`src/rtl/div_pkg.sv`:
```
// Shared types and constant helpers for the non-restoring divider.
package div_pkg;

  typedef enum logic [1:0] {
    S_IDLE = 2'd0,
    S_DIV  = 2'd1,
    S_DONE = 2'd2
  } type_div_state;

  function automatic int div_iters(input int width, input int unroll);
    return width / unroll;
  endfunction

  // Callers truncate to their own width.
  function automatic logic [63:0] div_most_neg(input int width);
    return 64'd1 << (width - 1);
  endfunction

endpackage

```
`src/rtl/div_nr_step.sv`:
```
// One combinational radix-2 non-restoring step: (A, Q, M) -> (A', Q').
module div_nr_step #(
  parameter int WIDTH = 32
) (
  input  logic [WIDTH:0]   a,
  input  logic [WIDTH-1:0] q,
  input  logic [WIDTH:0]   m,
  output logic [WIDTH:0]   a_next,
  output logic [WIDTH-1:0] q_next
);

  logic [WIDTH:0] shifted;

  assign shifted = {a[WIDTH-1:0], q[WIDTH-1]};
  assign a_next  = a[WIDTH] ? (shifted + m) : (shifted - m);
  assign q_next  = {q[WIDTH-2:0], ~a_next[WIDTH]};

endmodule

```
`src/rtl/div_nr_multi.sv`:
```
// Iterative radix-2 non-restoring divider, UNROLL quotient bits per cycle,
// with valid/ready handshakes, flush and defined zero/overflow results.
//
// state  | meaning
// S_IDLE | waiting for an operation, in_ready high
// S_DIV  | iterating (or resolving a zero-divisor/overflow case in one cycle)
// S_DONE | result held, out_valid high until out_ready
module div_nr_multi
  import div_pkg::*;
#(
  parameter int WIDTH  = 32,
  parameter int UNROLL = 1
) (
  input  logic             clk,
  input  logic             rst,
  input  logic             flush,
  input  logic             in_valid,
  output logic             in_ready,
  input  logic             is_signed,
  input  logic [WIDTH-1:0] dividend,
  input  logic [WIDTH-1:0] divisor,
  output logic             out_valid,
  input  logic             out_ready,
  output logic [WIDTH-1:0] quotient,
  output logic [WIDTH-1:0] remainder,
  output logic             div_by_zero
);

  localparam int N = div_iters(WIDTH, UNROLL);
  localparam int CNT_W = (N > 1) ? $clog2(N) : 1;
  localparam logic [CNT_W-1:0] CNT_LAST = CNT_W'(N - 1);
  localparam logic [WIDTH-1:0] MOST_NEG = WIDTH'(div_most_neg(WIDTH));

  type_div_state state;

  logic [WIDTH:0]   a_r;
  logic [WIDTH:0]   m_r;
  logic [WIDTH-1:0] q_r;
  logic [CNT_W-1:0] cnt;
  logic             neg_q_r;
  logic             neg_r_r;
  logic             zero_r;
  logic             ovf_r;

  logic [WIDTH:0]   a_ch [UNROLL+1];
  logic [WIDTH-1:0] q_ch [UNROLL+1];

  assign a_ch[0] = a_r;
  assign q_ch[0] = q_r;

  for (genvar i = 0; i < UNROLL; i++) begin : g_step
    div_nr_step #(.WIDTH(WIDTH)) u_step (
      .a      (a_ch[i]),
      .q      (q_ch[i]),
      .m      (m_r),
      .a_next (a_ch[i+1]),
      .q_next (q_ch[i+1])
    );
  end

  logic             dvd_neg;
  logic             dvs_neg;
  logic [WIDTH-1:0] dvd_abs;
  logic [WIDTH-1:0] dvs_abs;
  logic             div_zero;
  logic             ovf;

  assign dvd_neg  = is_signed & dividend[WIDTH-1];
  assign dvs_neg  = is_signed & divisor[WIDTH-1];
  assign dvd_abs  = dvd_neg ? -dividend : dividend;
  assign dvs_abs  = dvs_neg ? -divisor : divisor;
  assign div_zero = (divisor == '0);
  assign ovf      = is_signed & (dividend == MOST_NEG) & (divisor == '1);

  logic [WIDTH:0]   a_fin;
  logic [WIDTH-1:0] q_fin;
  logic [WIDTH-1:0] rem_mag;
  logic [WIDTH-1:0] q_res;
  logic [WIDTH-1:0] r_res;

  assign a_fin   = a_ch[UNROLL];
  assign q_fin   = q_ch[UNROLL];
  assign rem_mag = a_fin[WIDTH] ? (a_fin[WIDTH-1:0] + m_r[WIDTH-1:0]) : a_fin[WIDTH-1:0];
  assign q_res   = neg_q_r ? -q_fin : q_fin;
  assign r_res   = neg_r_r ? -rem_mag : rem_mag;

  assign in_ready  = (state == S_IDLE);
  assign out_valid = (state == S_DONE);

  always_ff @(posedge clk) begin
    if (rst) begin
      state       <= S_IDLE;
      quotient    <= '0;
      remainder   <= '0;
      div_by_zero <= 1'b0;
    end else if (flush) begin
      state <= S_IDLE;
    end else begin
      case (state)
        S_IDLE: begin
          if (in_valid) begin
            a_r     <= '0;
            m_r     <= {1'b0, dvs_abs};
            // Special cases never iterate, so Q can carry the raw dividend
            // through to the zero-divisor remainder.
            q_r     <= div_zero ? dividend : dvd_abs;
            cnt     <= CNT_LAST;
            neg_q_r <= dvd_neg ^ dvs_neg;
            neg_r_r <= dvd_neg;
            zero_r  <= div_zero;
            ovf_r   <= ovf;
            state   <= S_DIV;
          end
        end
        S_DIV: begin
          if (zero_r || ovf_r) begin
            quotient    <= zero_r ? '1 : MOST_NEG;
            remainder   <= zero_r ? q_r : '0;
            div_by_zero <= zero_r;
            state       <= S_DONE;
          end else begin
            a_r <= a_fin;
            q_r <= q_fin;
            cnt <= cnt - 1'b1;
            if (cnt == '0) begin
              quotient    <= q_res;
              remainder   <= r_res;
              div_by_zero <= 1'b0;
              state       <= S_DONE;
            end
          end
        end
        S_DONE: begin
          if (out_ready) state <= S_IDLE;
        end
        default: state <= S_IDLE;
      endcase
    end
  end

endmodule

```
`config.mk`:
```
export PLATFORM = sky130hd
export DESIGN_NAME = div_nr_multi
export DESIGN_NICKNAME = d
export VERILOG_FILES = /design/src/rtl/div_pkg.sv /design/src/rtl/div_nr_step.sv /design/src/rtl/div_nr_multi.sv
export SDC_FILE = /design/constraint.sdc
export NUM_CORES = 1
export LEC_CHECK = 0
export CAP_MARGIN = 5
export CORE_MARGIN = 2
export CORE_UTILIZATION = 46
export DETAILED_ROUTE_END_ITERATION = 12
export PLACE_DENSITY = 0.69
export SYNTH_ARGS = -nofsm -noshare
export SYNTH_HDL_FRONTEND = slang
export SYNTH_SLANG_ARGS = --single-unit
```
`constraint.sdc`:
```
create_clock -name clk -period 8.85 [get_ports clk]
set_input_delay 1.77 -clock clk [delete_from_list [all_inputs] [get_ports clk]]
set_output_delay 1.77 -clock clk [all_outputs]
set_load 0.01 [all_outputs]
```
; Word-level counts from Yosys, hierarchy flattened
; Cells that the tools add are included.
[totals]
reg_bits = 173
inputBits = 70
out_inout_bits = 67
[op_classes]
add_sub_neg = 8
eq_ne = 8
muxes = 29
bitwise_logic = 8
reduce_logical = 11
[ops]
columns = op, n
row1 = $mux W32, 13
row2 = $neg A32 Y32, 4
row3 = $mux W33, 3
row4 = $pmux W33 S2, 1
row5 = $eq A32 B32 Y1 const B, 2
row6 = $pmux W32 S2, 1
row7 = $add A33 B32 Y33, 1
row8 = $sub A33 B32 Y33, 1
row9 = $add A32 B32 Y32, 1
row10 = $logic_not A32 Y1, 1
row11 = $mux W31, 1
row12 = $mux W5, 2
row13 = $pmux W5 S2, 1
row14 = $mux W2, 4
row15 = $pmux W2 S3, 1
row16 = $reduce_and A3 Y1, 2
row17 = $logic_not A5 Y1, 1
row18 = $reduce_and A5 Y1, 1
row19 = $sub A5 B1 Y5 const B, 1
row20 = $and A1 B1 Y1, 4
row21 = $ne A2 B2 Y1 const B, 2
row22 = $reduce_and A4 Y1, 1
row23 = $reduce_bool A2 Y1, 2
row24 = $ne A3 B3 Y1 const B, 1
row25 = other kinds (9), 12

; Logic depth before layout (Yosys ltp)
[depth]
depth_word = 8
depth_mapped = 30
depth_no_buf = 29

; Hierarchy
; From an unflattened synthesis, not the netlist that was laid out.
[hier_totals]
hier_cells = 1780
area_unflattened_um2 = 14580.2
[by_module_without_submodules]
columns = mod, n_inst, cells_per_inst, area_each_um2, seq_area_each_um2
row1 = div_nr_multi, 1, 1355, 11643.7, 4524.3
row2 = div_nr_step, 1, 425, 2936.6, 0.0

; Worst setup path before layout
; No wires, ideal clock.
[synth_path]
kind = flip-flop to flip-flop
from = reg m_r[6]
to = reg quotient[30]
setup_ns = 0.078
arrival_time_ns = 6.470
path_slack_ns = 2.302
path_stages_with_launch = 28
path_buffers = 3
period_less_slack_ns = 6.548
path_cell_list = edfxtp_1 > or4_4 > nor3_1 > and3_1 > and3b_1 > a21oi_1 > xor2_1 > ha_1 > a21oi_1 > o21ai_0 > a21oi_1 > o311ai_0 > or3_1 > and2_4 > inv_4 > clkbuf_1 > clkbuf_1 > clkbuf_1 > ha_1 > nand3b_1 > nand2b_1 > nand2b_1 > or2_2 > or4_1 > o41ai_1 > xnor2_1 > a21boi_0 > nor3_1
[synth_between]
elab_chain_len = 7
elab_cells_between_ends = 8
classes_between = 3 x add/sub / 4 x mux / 1 x bitwise
[synth_rtl]
columns = element, line_no
row1 = from (decl), div_nr_multi.sv:37  ; logic [WIDTH:0] m_r;
row2 = from (signal assigned), div_nr_multi.sv:103  ; m_r <= {1'b0, dvs_abs};
row3 = $sub A33 B32 Y33 or $add A33 B32 Y33 (tied branches), div_nr_step.sv:15  ; assign a_next = a[WIDTH] ? (shifted + m) : (shifted - m);
row4 = $mux W33 (*), div_nr_step.sv:15
row5 = net a_fin[32], div_nr_multi.sv:75  ; logic [WIDTH:0] a_fin;
row6 = $not A1 Y1 (*), div_nr_step.sv:16  ; assign q_next = {q[WIDTH-2:0], ~a_next[WIDTH]};
row7 = $neg A32 Y32 (*), div_nr_multi.sv:84  ; assign q_res = neg_q_r ? -q_fin : q_fin;
row8 = $mux W32 (*), div_nr_multi.sv:84
row9 = $mux W32 (*), div_nr_multi.sv:125  ; if (cnt == '0) begin
row10 = $mux W32 (*), div_nr_multi.sv:116  ; if (zero_r || ovf_r) begin
row11 = to (signal assigned), div_nr_multi.sv:117  ; quotient <= zero_r ? '1 : MOST_NEG;
row12 = to (signal assigned), div_nr_multi.sv:126  ; quotient <= q_res;
row13 = to (decl), div_nr_multi.sv:24  ; output logic [WIDTH-1:0] quotient,
; Mark *: on every way through the listed nets, which the timed path passes. The rest lies on a longest branch. The select of a mux whose other input is x is not followed.
; A chain may end at the register's enable or synchronous reset.

; Worst setup path in the final report
[layout_path]
from = reg m_r[7]
to = reg quotient[30]
[layout_between]
elab_chain_len = 7
elab_cells_between_ends = 8
classes_between = 3 x add/sub / 4 x mux / 1 x bitwise
[layout_rtl]
columns = element, line_no
row1 = $sub A33 B32 Y33 or $add A33 B32 Y33 (tied branches), div_nr_step.sv:15
row2 = $mux W33 (*), div_nr_step.sv:15
row3 = $not A1 Y1 (*), div_nr_step.sv:16
row4 = $neg A32 Y32 (*), div_nr_multi.sv:84
row5 = $mux W32 (*), div_nr_multi.sv:84
row6 = $mux W32 (*), div_nr_multi.sv:125
row7 = $mux W32 (*), div_nr_multi.sv:116
; Every way passes the cells marked *; elsewhere a longest branch is shown, timed or not. The select of a mux whose other input is x is not followed.

==> results.md <==
Status:
- The run finished with clean final reports.

CTS:
- The maximum number of buffers from clock root to sink is 2.
- CTS built an H-tree with a depth of 4.
- The clock sink total is 173.
- TritonCTS built the clock tree.
- In this run, post-CTS repair resized a total of 0 instances.
- The cell sitting at the root of the clock tree is a clkbuf_16.
- The number of buffers inserted by post-CTS setup repair is 0.
- The number of clock buffers inserted by TritonCTS is 17.
- The clock latency on the worst-skew pair is 460 ps.
- The register clock-pin slew on the reported worst setup and hold paths is 70 ps.
- The number of buffers inserted by hold repair at cts is 0.

GRT:
- The largest net degree at the start of global routing is 86.
- The met2 track demand over resource is 0.442.
- After global routing, the most crowded layer is met2.
- The via count of the first global-routing pass is 12,800.
- The global-route wire length before repair is 70.8 mm.
- The initial antenna violation count was 0.
- For met3 alone, demand over resource in global routing was 0.0361.
- The global-route usage over all layers is 0.275.
- For met1 alone, demand over resource in global routing was 0.380.
- The overall overflow remaining after global route is 0.

Setup path:
- The top fanout value on the critical path is 56.
- The startpoint kind of the worst setup timing path is a flop.
- The data required time of the critical path is 9220 ps.
- On the worst path, the slowest cell contributes a delay of 590 ps.
- STA classifies the critical path endpoint as a flop.
- Traced cell by cell, the critical path runs through or4_4, nor3_1, and3_1, and3b_1, a21oi_1, xor2_1, ha_1, nand2_1, o21ai_0, a21oi_1, o311ai_0, o21ai_0, and2_4, inv_4, ha_1, nand3b_1, nand2b_1, nand2b_1, or2_2, or4_1, o41ai_1, xnor2_1, a21boi_0, nor3_1.
- The critical path's slowest cell is or4_4.
- Data on the critical path arrives at its endpoint at 7730 ps.
- Counting cells, the worst reg-to-reg path comes to 24.
- The setup path with the least slack is of type flop to flop.

Timing:
- Dividing the final minimum period by the clock period gives 0.832.
- The number of endpoints failing setup at the final stage is 0.
- The achievable frequency is 136 MHz.
- The final max-slew violation count was 0.
- The final critical-path required period is 7360 ps.
- Setup total negative slack on the finished layout was measured at 0 ps.
- The actual slew at the worst max-slew pin is 1030 ps.
- The number of hold-slack violations in the final timing report is 0.
- The worst pin sits at a relative slew slack of 0.312.
- The worst hold margin is 485 ps.
- Setup repair after global routing left no endpoint under its margin.
- The worst clock skew on the final layout is 16.3 ps.

Power and ir drop:
- Of the total power, registers draw 0.364.
- For this design the ratio of total power to cell area is 151 mW/mm².
- The proportion of power drawn by combinational gates is 0.346.
- Overall power consumption after layout is estimated at 2.52 mW.
- The switching power total is 0.925 mW.
- In this run the static leakage power is 5.96 nW.
- The part of the total power dissipated in the clock network is 0.290.
- The internal power consumption is 1.60 mW.
- The worst vdd rail ir drop is 0.150 mV.
- Of the total power, the share spent switching nets is 0.367.

Route:
- The routed design has 45.8 mm of wire.
- The number of design rule violations left after detail routing is 0.
- The first detailed-routing pass ran for 5 iterations.
- Dividing the detail-routed wire length by the instance count gives 20.2 µm.
- The detailed-route vias per instance is 6.10.
- The number of nets still failing antenna checks after routing is 0.
- The routed via count is 13,800.
- In this run, the number of DRC markers left after iteration 0 of detailed routing was 1,633.

Synthesis:
- Of the total synthesized cell area, the portion taken by full adders, half adders and majority gates is 0.0701.
- The synthesis-stage register bit count is 173.
- The average instance area after synthesis is 8.16 µm².
- edfxtp_1 takes more of the synthesized area than any other cell.
- The number of enable-type register cells in the synthesized netlist is 106.
- After synthesis, the cell types taking the most area are edfxtp_1 22%, dfxtp_1 9.3%, ha_1 6.7%, xnor2_1 6.0%, xor2_1 6.0%.
- The synthesized-area fraction occupied by xor and xnor cells is 0.121.
- Counting distinct cell types in the post-synthesis netlist gives 78.
- The top cell type's share of synthesized area is 0.220.
- The fraction of synthesized area in multiplexers is 0.0147.
- The area of the mapped netlist is 0.0145 mm².
- Synthesis handed over a netlist of 1,776 instances.
- The share of synthesized registers carrying an async set or reset is 0.
- Of the total synthesized cell area, the portion taken by AND, OR, NAND and NOR gates is 0.228.
- Yosys printed 0 warnings.
- The number of nets in the synthesized netlist is 1,926.
- The most used flip-flop cell after synthesis is edfxtp_1.
- The fraction of the mapped netlist area in compound gates came to 0.218.
- The combinational family with the most area after synthesis is simple AND/OR/NAND/NOR gates.
- The fraction of the yosys area taken by sequential cells is 0.312.

Min path:
- The type of the tightest min-delay check is flop to flop.
- Along the worst hold path, the cell count comes to 2.

Die:
- The floorplan die width is 181 µm.
- The height of the die is 181 µm.
- The floorplan die area is 0.0329 mm².
- During I/O placement, the number of pins put on the boundary was 137.
- The core region is 0.0308 mm².
- The starting utilization of the core area is 0.470.
- In this run the core area contains 64 standard-cell rows.

Flow run:
- Across the run, the number of max-cap violations was 0.

Cells and area:
- The number of antenna diodes in the final layout is 0.
- In the final layout, the multi-input gates occupy 0.00947 mm².
- The most frequent standard cell in the layout excluding fill and tap cells is nand2_1.
- Summing all flip-flop and latch instances after layout gives 0.00452 mm².
- In the layout the commonest cells are 182 x nand2_1, 151 x nor2_1, 135 x clkdlybuf4s50_1.
- In the final layout, the share of cells above drive strength 1 is 0.0418.
- After the flow finishes, the layout carries non-filler instances totaling 2,263.
- At the end of the flow, the number of nets in the layout was 2,004.
- The growth of design area from synthesis to finish is 15.1%.
- The number of filler instances in the final layout is 2,849.
- The final standard cell area without fillers is 0.0167 mm².

Placed design:
- The last weighted congestion value of the routability-driven placer is 0.968.
- The count of buffers inserted at the top-level ports is 136.
- In this run, placement finished with an instance count of 2,231.
- Detailed placement ended at an HPWL of 35.8 mm.
- The cell area after placement is 0.0161 mm².
==> logic make-up (layout without fill, tap and decap cells) <==
| logic type | count (synthesis) | in the layout |
|---|---|---|
| AOI/OAI and AO/OA | 496 | 496 |
| and+or+nand+nor | 667 | 667 |
| muxes | 21 | 21 |
| xor gates and xnor gates | 200 | 200 |
| buffers and inverters | 139 | 230 |
| DFF | 173 | 173 |
| adders and majority gates | 80 | 80 |
==> final cells by class <==
class,count,share of cell area
clock inverters,12,0.00630
inverters,50,0.0114
multi-input cells,1464,0.568
repair buffers,148,0.0867
clock buffers,20,0.0268
well taps,396,0.0297
flip-flops and latches,173,0.271
==> power groups by stage <==
| stage | registers [mW] | logic [mW] | clock network [mW] |
|---|---|---|---|
| 2_1_floorplan | 0.923 | 0.611 | 0 |
| 3_3_place_gp | 0.935 | 0.850 | 0 |
| 3_5_place_dp | 0.936 | 0.856 | 0 |
| 4_1_cts | 0.918 | 0.860 | 0.737 |
| 5_1_grt | 0.921 | 0.954 | 0.766 |
| 6_report | 0.919 | 0.872 | 0.731 |
==> metrics by stage <==
| stage | utilization | setup WS [ps] |
|---|---|---|
| finish | 0.541 | 1490 |
| global route | 0.541 | 940 |
| CTS | 0.541 | 1620 |
| detailed placement | 0.523 | 1650 |
| global placement | 0.523 | 1870 |
| floorplan | - | 2300 |
==> worst max-delay path: cells and delay by family, from the launching register on <==
kind	cells	cell delay [ps]
DFF	1	500
adders and majority gates	2	700
xor gates and xnor gates	2	330
buffers and inverters	1	460
AOI/OAI and AO/OA	7	1570
and+or+nand+nor	12	3670
==> state kept, by name, summed over array words and instances, names as in the netlist <==
| signal | count |
|---|---|
| neg_q_r | 1 |
| ovf_r | 1 |
| quotient | 32 |
| a_r | 33 |
| cnt | 5 |
| remainder | 32 |
| zero_r | 1 |
| m_r | 32 |
| state | 2 |
| neg_r_r | 1 |
| q_r | 32 |
| div_by_zero | 1 |
==> layer usage <==
metal  routed length [µm]  vias up
met1                20400     6533
met3                 3060       73
met2                21000      515
met4                 1290        0
li1                     -     6674
met5                    0        -
==> synthesized netlist by cell type, types with 4 or more instances <==
library cell    n
inv_1          48
nor2b_1        11
dfxtp_1        67
xnor2_1       100
o21ai_0       121
or2_2          11
o31ai_1        30
nand3_1        44
a21boi_0       17
xor2_1        100
o41ai_1        12
a21o_1         19
buf_1           8
and2_1         38
o211ai_1       14
o22ai_1        13
nor3_1         67
a31oi_1        41
mux2i_1        19
a221oi_1       10
or4_1          17
or3_1          19
nand4_1        22
clkbuf_1       80
and3_1         31
nor4_1         25
a211oi_1       20
a21oi_1       126
edfxtp_1      106
o21a_1         15
nand2_1       182
nor2_1        151
o21bai_1        9
nor3b_1         5
a211o_1         6
o2111ai_1       7
nand2b_1       22
ha_1           78
a31o_2          4
==> final timing paths <==
path	startpoint	endpoint	slack, ps
setup / recovery	m_r[7]$_DFFE_PP_	quotient[30]$_SDFFE_PP0P_	1490
hold reg to reg	remainder[4]$_SDFFE_PP0P_	remainder[4]$_SDFFE_PP0P_	490
hold / removal	remainder[4]$_SDFFE_PP0P_	remainder[4]$_SDFFE_PP0P_	490
setup reg to reg	m_r[7]$_DFFE_PP_	quotient[30]$_SDFFE_PP0P_	1490
Power figures use the tool's default switching activity.
